$ cat src/rtl/fpu_sp_divider.sv
`default_nettype none
// ============================================================================
//  Module      : fpu_sp_divider
//  Description : Iterative single-precision IEEE-754 divider, result = A / B.
//                Restoring radix-2 quotient, one bit per clock, with a
//                start/done handshake and a fixed latency for every input.
//                Denormal operands are flushed to zero.
//                Compile-time option FPU_DIV_ROUND_EN selects
//                round-to-nearest-even; without it the quotient is truncated.
//  Revision    : 1.0 - initial release
// ============================================================================
module fpu_sp_divider #(
    parameter int WIDTH = 32
) (
    input  logic             clk,
    input  logic             rst,
    input  logic             start,
    input  logic [WIDTH-1:0] A,
    input  logic [WIDTH-1:0] B,
    output logic             busy,
    output logic             done,
    output logic [WIDTH-1:0] result,
    output logic             div_by_zero
);

    localparam logic [2:0]  c_ST_IDLE = 3'd0;
    localparam logic [2:0]  c_ST_PREP = 3'd1;
    localparam logic [2:0]  c_ST_ITER = 3'd2;
    localparam logic [2:0]  c_ST_NORM = 3'd3;
    localparam logic [2:0]  c_ST_DONE = 3'd4;

    localparam logic [31:0] c_QNAN      = 32'h7FC0_0000;
    localparam logic [4:0]  c_ITER_LAST = 5'd25;

    logic [2:0]        r_state;
    logic [WIDTH-1:0]  r_a;
    logic [WIDTH-1:0]  r_b;
    logic              r_sign;
    logic signed [9:0] r_exp;
    logic [23:0]       r_mb;
    logic [24:0]       r_rem;
    logic [25:0]       r_q;
    logic [4:0]        r_cnt;
    logic              r_nan;
    logic              r_inf;
    logic              r_zero;
    logic              r_dbz;
    logic              r_busy;
    logic              r_done;
    logic [WIDTH-1:0]  r_result;
    logic              r_dbz_out;

    // ---------------------------------------------------------------- unpack
    logic [7:0]  w_ea;
    logic [7:0]  w_eb;
    logic [22:0] w_fa;
    logic [22:0] w_fb;
    logic        w_a_zero;
    logic        w_b_zero;
    logic        w_a_inf;
    logic        w_b_inf;
    logic        w_a_nan;
    logic        w_b_nan;
    logic        w_nan;
    logic        w_inf;
    logic        w_zero;
    logic        w_dbz;

    assign w_ea     = r_a[30:23];
    assign w_eb     = r_b[30:23];
    assign w_fa     = r_a[22:0];
    assign w_fb     = r_b[22:0];
    assign w_a_zero = (w_ea == 8'd0);
    assign w_b_zero = (w_eb == 8'd0);
    assign w_a_inf  = (w_ea == 8'hFF) && (w_fa == 23'd0);
    assign w_b_inf  = (w_eb == 8'hFF) && (w_fb == 23'd0);
    assign w_a_nan  = (w_ea == 8'hFF) && (w_fa != 23'd0);
    assign w_b_nan  = (w_eb == 8'hFF) && (w_fb != 23'd0);

    // Special-case classes, already resolved in priority order so that at
    // most one of nan/inf/zero is set.
    assign w_nan  = w_a_nan | w_b_nan | (w_a_inf & w_b_inf) | (w_a_zero & w_b_zero);
    assign w_inf  = ~w_nan & (w_a_inf | w_b_zero);
    assign w_dbz  = ~w_nan & ~w_a_inf & ~w_a_zero & w_b_zero;
    assign w_zero = ~w_nan & ~w_inf & (w_a_zero | w_b_inf);

    // ------------------------------------------------------------- iteration
    // The partial remainder stays below 2*mb, so 25 bits suffice.
    logic        w_ge;
    logic [24:0] w_diff;
    logic [24:0] w_rem_sel;

    assign w_ge      = (r_rem >= {1'b0, r_mb});
    assign w_diff    = r_rem - {1'b0, r_mb};
    assign w_rem_sel = w_ge ? w_diff : r_rem;

    // --------------------------------------------------------- normalisation
    logic              w_q_msb;
    logic [22:0]       w_frac_pre;
    logic signed [9:0] w_exp_norm;
    logic [22:0]       w_frac_fin;
    logic signed [9:0] w_exp_fin;
    logic [31:0]       w_result;

    assign w_q_msb    = r_q[25];
    assign w_frac_pre = w_q_msb ? r_q[24:2] : r_q[23:1];
    assign w_exp_norm = w_q_msb ? r_exp : (r_exp - 10'sd1);

`ifdef FPU_DIV_ROUND_EN
    logic        w_guard;
    logic        w_sticky;
    logic        w_round_up;
    logic [23:0] w_frac_inc;

    assign w_guard    = w_q_msb ? r_q[1] : r_q[0];
    assign w_sticky   = (w_q_msb & r_q[0]) | (r_rem != 25'd0);
    assign w_round_up = w_guard & (w_sticky | w_frac_pre[0]);
    assign w_frac_inc = {1'b0, w_frac_pre} + {23'd0, w_round_up};
    // A carry out of the fraction wraps it to zero and bumps the exponent
    // before the range check, so a round-up can still overflow to infinity.
    assign w_frac_fin = w_frac_inc[22:0];
    assign w_exp_fin  = w_exp_norm + (w_frac_inc[23] ? 10'sd1 : 10'sd0);
`else
    assign w_frac_fin = w_frac_pre;
    assign w_exp_fin  = w_exp_norm;
`endif

    // Special cases override the computed quotient, then range checks apply.
    always_comb begin
        w_result = {r_sign, w_exp_fin[7:0], w_frac_fin};
        if (r_nan) begin
            w_result = c_QNAN;
        end else if (r_inf) begin
            w_result = {r_sign, 8'hFF, 23'd0};
        end else if (r_zero) begin
            w_result = {r_sign, 31'd0};
        end else if (w_exp_fin >= 10'sd255) begin
            w_result = {r_sign, 8'hFF, 23'd0};
        end else if (w_exp_fin <= 10'sd0) begin
            w_result = {r_sign, 31'd0};
        end
    end

    // Control FSM and datapath: capture, prepare, iterate, normalise, report.
    always_ff @(posedge clk) begin
        if (rst) begin
            r_state   <= c_ST_IDLE;
            r_a       <= '0;
            r_b       <= '0;
            r_sign    <= 1'b0;
            r_exp     <= '0;
            r_mb      <= '0;
            r_rem     <= '0;
            r_q       <= '0;
            r_cnt     <= '0;
            r_nan     <= 1'b0;
            r_inf     <= 1'b0;
            r_zero    <= 1'b0;
            r_dbz     <= 1'b0;
            r_busy    <= 1'b0;
            r_done    <= 1'b0;
            r_result  <= '0;
            r_dbz_out <= 1'b0;
        end else begin
            case (r_state)
                c_ST_IDLE: begin
                    if (start) begin
                        r_a     <= A;
                        r_b     <= B;
                        r_busy  <= 1'b1;
                        r_state <= c_ST_PREP;
                    end
                end
                c_ST_PREP: begin
                    r_sign  <= r_a[31] ^ r_b[31];
                    r_exp   <= $signed({2'b00, w_ea}) - $signed({2'b00, w_eb}) + 10'sd127;
                    r_rem   <= {2'b01, w_fa};
                    r_mb    <= {1'b1, w_fb};
                    r_q     <= '0;
                    r_cnt   <= c_ITER_LAST;
                    r_nan   <= w_nan;
                    r_inf   <= w_inf;
                    r_zero  <= w_zero;
                    r_dbz   <= w_dbz;
                    r_state <= c_ST_ITER;
                end
                c_ST_ITER: begin
                    r_q   <= {r_q[24:0], w_ge};
                    r_rem <= w_rem_sel << 1;
                    if (r_cnt == 5'd0) begin
                        r_state <= c_ST_NORM;
                    end else begin
                        r_cnt <= r_cnt - 5'd1;
                    end
                end
                c_ST_NORM: begin
                    r_result  <= w_result;
                    r_dbz_out <= r_dbz;
                    r_done    <= 1'b1;
                    r_state   <= c_ST_DONE;
                end
                c_ST_DONE: begin
                    r_done  <= 1'b0;
                    r_busy  <= 1'b0;
                    r_state <= c_ST_IDLE;
                end
                default: begin
                    r_state <= c_ST_IDLE;
                end
            endcase
        end
    end

    assign busy        = r_busy;
    assign done        = r_done;
    assign result      = r_result;
    assign div_by_zero = r_dbz_out;

endmodule
`default_nettype wire

$ cat config.mk
export PLATFORM = sky130hd
export DESIGN_NAME = fpu_sp_divider
export DESIGN_NICKNAME = d
export VERILOG_FILES = /design/src/rtl/fpu_sp_divider.sv
export SDC_FILE = /design/constraint.sdc
export NUM_CORES = 1
export LEC_CHECK = 0
export CAP_MARGIN = 0
export CORE_MARGIN = 2
export CORE_UTILIZATION = 50
export DETAILED_ROUTE_END_ITERATION = 6
export GPL_TIMING_DRIVEN = 0
export PLACE_DENSITY = 0.84
export SLEW_MARGIN = 30
export SYNTH_ARGS = -nofsm -noshare
export SYNTH_HDL_FRONTEND = slang
export SYNTH_SLANG_ARGS = --single-unit
$ cat constraint.sdc
create_clock -name clk -period 4 [get_ports clk]
set_clock_uncertainty 0.15 [all_clocks]
set_input_delay 0.6 -clock clk [delete_from_list [all_inputs] [get_ports clk]]
set_output_delay 0.6 -clock clk [all_outputs]
set_load 0.01 [all_outputs]
==> results.sh <==
export IMPL_dp_cells=1535
export IMPL_fp_row_count=50
export IMPL_wl_um=26000
export IMPL_powerDensity_nw_per_um2=613
export IMPL_rr_endpoint="result[15]$_SDFFE_PP0P_"
export IMPL_ys_top_cells_by_area="dfxtp_1 (41%), nand2_1 (9.2%), a21oi_1 (7.3%), ha_1 (4.7%), a22oi_1 (3.7%)"
export IMPL_synth_top_family_by_area="compound AO/OA/AOI/OAI gates"
export IMPL_fillers=1622
export IMPL_synthMuxAreaShare=0.0380
export IMPL_ys_types=64
export IMPL_multi_input_area_um2=5180
export IMPL_die_w_um=142
export IMPL_grt_usage=0.257
export IMPL_drtIter0Drc=742
export IMPL_synth_fp_nets=1305
export IMPL_setup_viol=0
export IMPL_synth_fa_ha_area_frac=0.0512
export IMPL_via_count=9125
export IMPL_fin_setup_tns_ns=0
export IMPL_syn2layout_area_growth_pct=19.9
export IMPL_fin_cells=1567
export IMPL_min_period_ns=3.37
export IMPL_finalHoldViolCount=0
export IMPL_critPathSlowestCell="or4_4"
export IMPL_clock_path_buffers=2
export IMPL_core_area_um2=18800
export IMPL_cts_tree="done"
export IMPL_postSynth_asyncResetShare=0
export IMPL_ys_top_cells_by_count="nand2_1 (235), dfxtp_1 (197), a21oi_1 (140)"
export IMPL_dp_hpwl_um=19100
export IMPL_period_share=0.842
export IMPL_cts_buffers_inserted=17
export IMPL_worstHoldStart="result[16]$_SDFFE_PP0P_"
export IMPL_rsz0062_at_grt="false"
export IMPL_wl_per_cell_um=16.6
export IMPL_postLayoutCellArea_um2=11500
export IMPL_vias_per_cell=5.82
export IMPL_yosysMostFrequentCell="nand2_1"
export IMPL_ys_warnings_count=0
export IMPL_worst_path_max_fanout=10
export IMPL_synth_yosys_seq_area_share=0.411
export IMPL_dpl_cell_area_um2=10900
export IMPL_m1WireLength_um=10700
export IMPL_start_util=0.511
export IMPL_leakagePower_uw=0.00413
export IMPL_startpoint_type="register"
export IMPL_cts_sinks=197
export IMPL_synth_compound_area_frac=0.208
export IMPL_cts_root_buffer="clkbuf_16"
export IMPL_seq_area_um2=3940
export IMPL_drcViolationCount=0
export IMPL_gp_congestion=0.929
export IMPL_antenna_cells=0
export IMPL_required_ns=4.21
export IMPL_peakVddDrop_mv=0.525
export IMPL_hold_path_end="result[16]$_SDFFE_PP0P_"
export IMPL_grt_overflow=0
export IMPL_slew_limit_headroom=0.424
export IMPL_critPathBufInv=2
export IMPL_tightest_slew_ns=0.864
export IMPL_synth_flop_cell="dfxtp_1"
export IMPL_top_layer="met4"
export IMPL_cts_hold_buf=0
export IMPL_hold_class="reg -> reg"
export IMPL_final_antenna_net_count=0
export IMPL_synth_edf_count=0
export IMPL_wl_met2_um=11900
export IMPL_die_area_um2=20300
export IMPL_drv_slew=0
export IMPL_h_tree_depth=4
export IMPL_synth_top_area_frac=0.411
export IMPL_fp_dieH_um=142
export IMPL_synthXorXnorAreaFrac=0.0364
export IMPL_fin_nets=1425
export IMPL_path_cells="inv_1, ha_1, or4b_4, or3_1, or3_4, xnor2_2, o21bai_2, or4_4, buf_6, o21ai_0"
export IMPL_avgSynthCellArea_um2=7.99
export IMPL_cp_end_kind="register"
export IMPL_path_delay_family="simple AND/OR/NAND/NOR gates"
export IMPL_holdWs_ns=0.305
export IMPL_critPathKind="reg -> reg"
export IMPL_synth_simple_area_share=0.207
export IMPL_worstPathArrival_ns=3.58
export IMPL_fmaxAchievable_ghz=0.297
export IMPL_r2r_start="r_exp[0]$_SDFFE_PP0P_"
export IMPL_ctsResizeCount=0
export IMPL_netlist_instances=1200
export IMPL_io_pins=102
export IMPL_synth_top_cell_by_area="dfxtp_1"
export IMPL_synth_seq_cells=197
export IMPL_whs_path_depth=2
export IMPL_clk_latency_ns=0.44
export IMPL_dr_pass1_iters=7
export IMPL_wl_met3_um=2160
export IMPL_max_stage_delay_ns=0.57
export IMPL_reg2reg_depth=10
export IMPL_drv_cap=0
export IMPL_grt_max_degree=21
export IMPL_synth_area_um2=9580
export IMPL_grt_first_pass_wirelength_um=41800
export IMPL_drive_above_1_share=0.0435
export IMPL_clk_pin_slew_worst_paths_ns=0.08
export IMPL_outcome="completed"
export IMPL_portBuffers=101
export IMPL_antenna_found_initial=0
export IMPL_grt_pass1_vias=8811
export IMPL_post_cts_setup_buffer_count=0
export IMPL_r2r_slack_ns=0.63
cells by family (layout without fill, tap and decap cells):
family | after synthesis | in the layout
muxes | 36 | 36
AOI/OAI and AO/OA | 327 | 327
DFF | 197 | 197
and+or+nand+nor | 447 | 447
adders and majority gates | 38 | 38
buffers and inverters | 116 | 249
xor gates and xnor gates | 39 | 39
flip-flops by register name, indices dropped and copies added, names as in the netlist:
register	cells
r_b	32
r_rem	25
r_sign	1
r_dbz	1
r_q	26
r_nan	1
done	1
r_mb	24
busy	1
r_a	32
r_inf	1
r_cnt	5
result	32
r_state	3
div_by_zero	1
r_zero	1
r_exp	10
worst max-delay path by stage:
stage | from | endpoint | slack, ns | cells after the start
finish | r_exp[0]$_SDFFE_PP0P_ | result[15]$_SDFFE_PP0P_ | 0.63 | 10
floorplan | r_exp[0]$_SDFFE_PP0P_ | result[12]$_SDFFE_PP0P_ | 0.89 | 10
detailed placement | r_exp[0]$_SDFFE_PP0P_ | result[15]$_SDFFE_PP0P_ | 0.65 | 10
global route | r_mb[4]$_SDFFE_PP0P_ | r_rem[2]$_SDFFE_PP0P_ | 0.41 | 13
global placement | r_exp[0]$_SDFFE_PP0P_ | result[19]$_SDFFE_PP0P_ | 0.72 | 10
CTS | r_exp[0]$_SDFFE_PP0P_ | result[15]$_SDFFE_PP0P_ | 0.63 | 10
layout make-up:
class,count,share of cell area
repair buffers,101,0.0880
plain buffers,69,0.0248
flip-flops and latches,197,0.343
well taps,234,0.0255
multi-input cells,887,0.451
inverters,47,0.0153
clock buffers,17,0.0370
clock inverters,15,0.0158
worst register-to-register path, delay by kind of cell (launching register included):
family	cells	cell delay (ns)
DFF	1	0.38
xor gates and xnor gates	1	0.16
adders and majority gates	1	0.19
buffers and inverters	2	0.27
AOI/OAI and AO/OA	2	0.40
and+or+nand+nor	4	1.75
power by group:
group | total [uW] | switching, uW | internal, uW
clock network | 1750 | 852 | 901
logic | 3010 | 1800 | 1220
registers | 2280 | 160 | 2120
total | 7050 | 2810 | 4240
through the flow:
stage / util / total power [uW] / worst slack [ns]
CTS: 0.612 / 6990 / 0.633
global placement: 0.580 / 5170 / 0.718
detailed placement: 0.580 / 5230 / 0.646
finish: 0.612 / 7050 / 0.632
floorplan: - / 4510 / 0.895
global route: 0.612 / 7430 / 0.410
metal layers:
metal / track usage / vias to the layer above
met5: 0 / -
met4: 0.140 / 0
met3: 0.0542 / 94
met2: 0.422 / 404
met1: 0.317 / 4186
li1: - / 4441
cells in the final DEF, fill, tap and decap left out, drive strengths merged, types with 7 or more instances in the layout:
| master | n |
|---|---|
| xor2 | 12 |
| ha | 36 |
| a31oi | 8 |
| nand3 | 8 |
| o21ai | 59 |
| clkdlybuf4s50 | 101 |
| xnor2 | 27 |
| nand2 | 235 |
| or3 | 8 |
| a21o | 9 |
| nand4 | 12 |
| nor2 | 93 |
| clkbuf | 67 |
| o22ai | 11 |
| nor3 | 26 |
| nor2b | 15 |
| a22oi | 47 |
| dfxtp | 197 |
| mux2i | 33 |
| buf | 19 |
| o211ai | 7 |
| inv | 55 |
| a21oi | 140 |
| a211oi | 10 |
| nor4 | 17 |
Note: power is estimated with default switching activity, not from simulation.
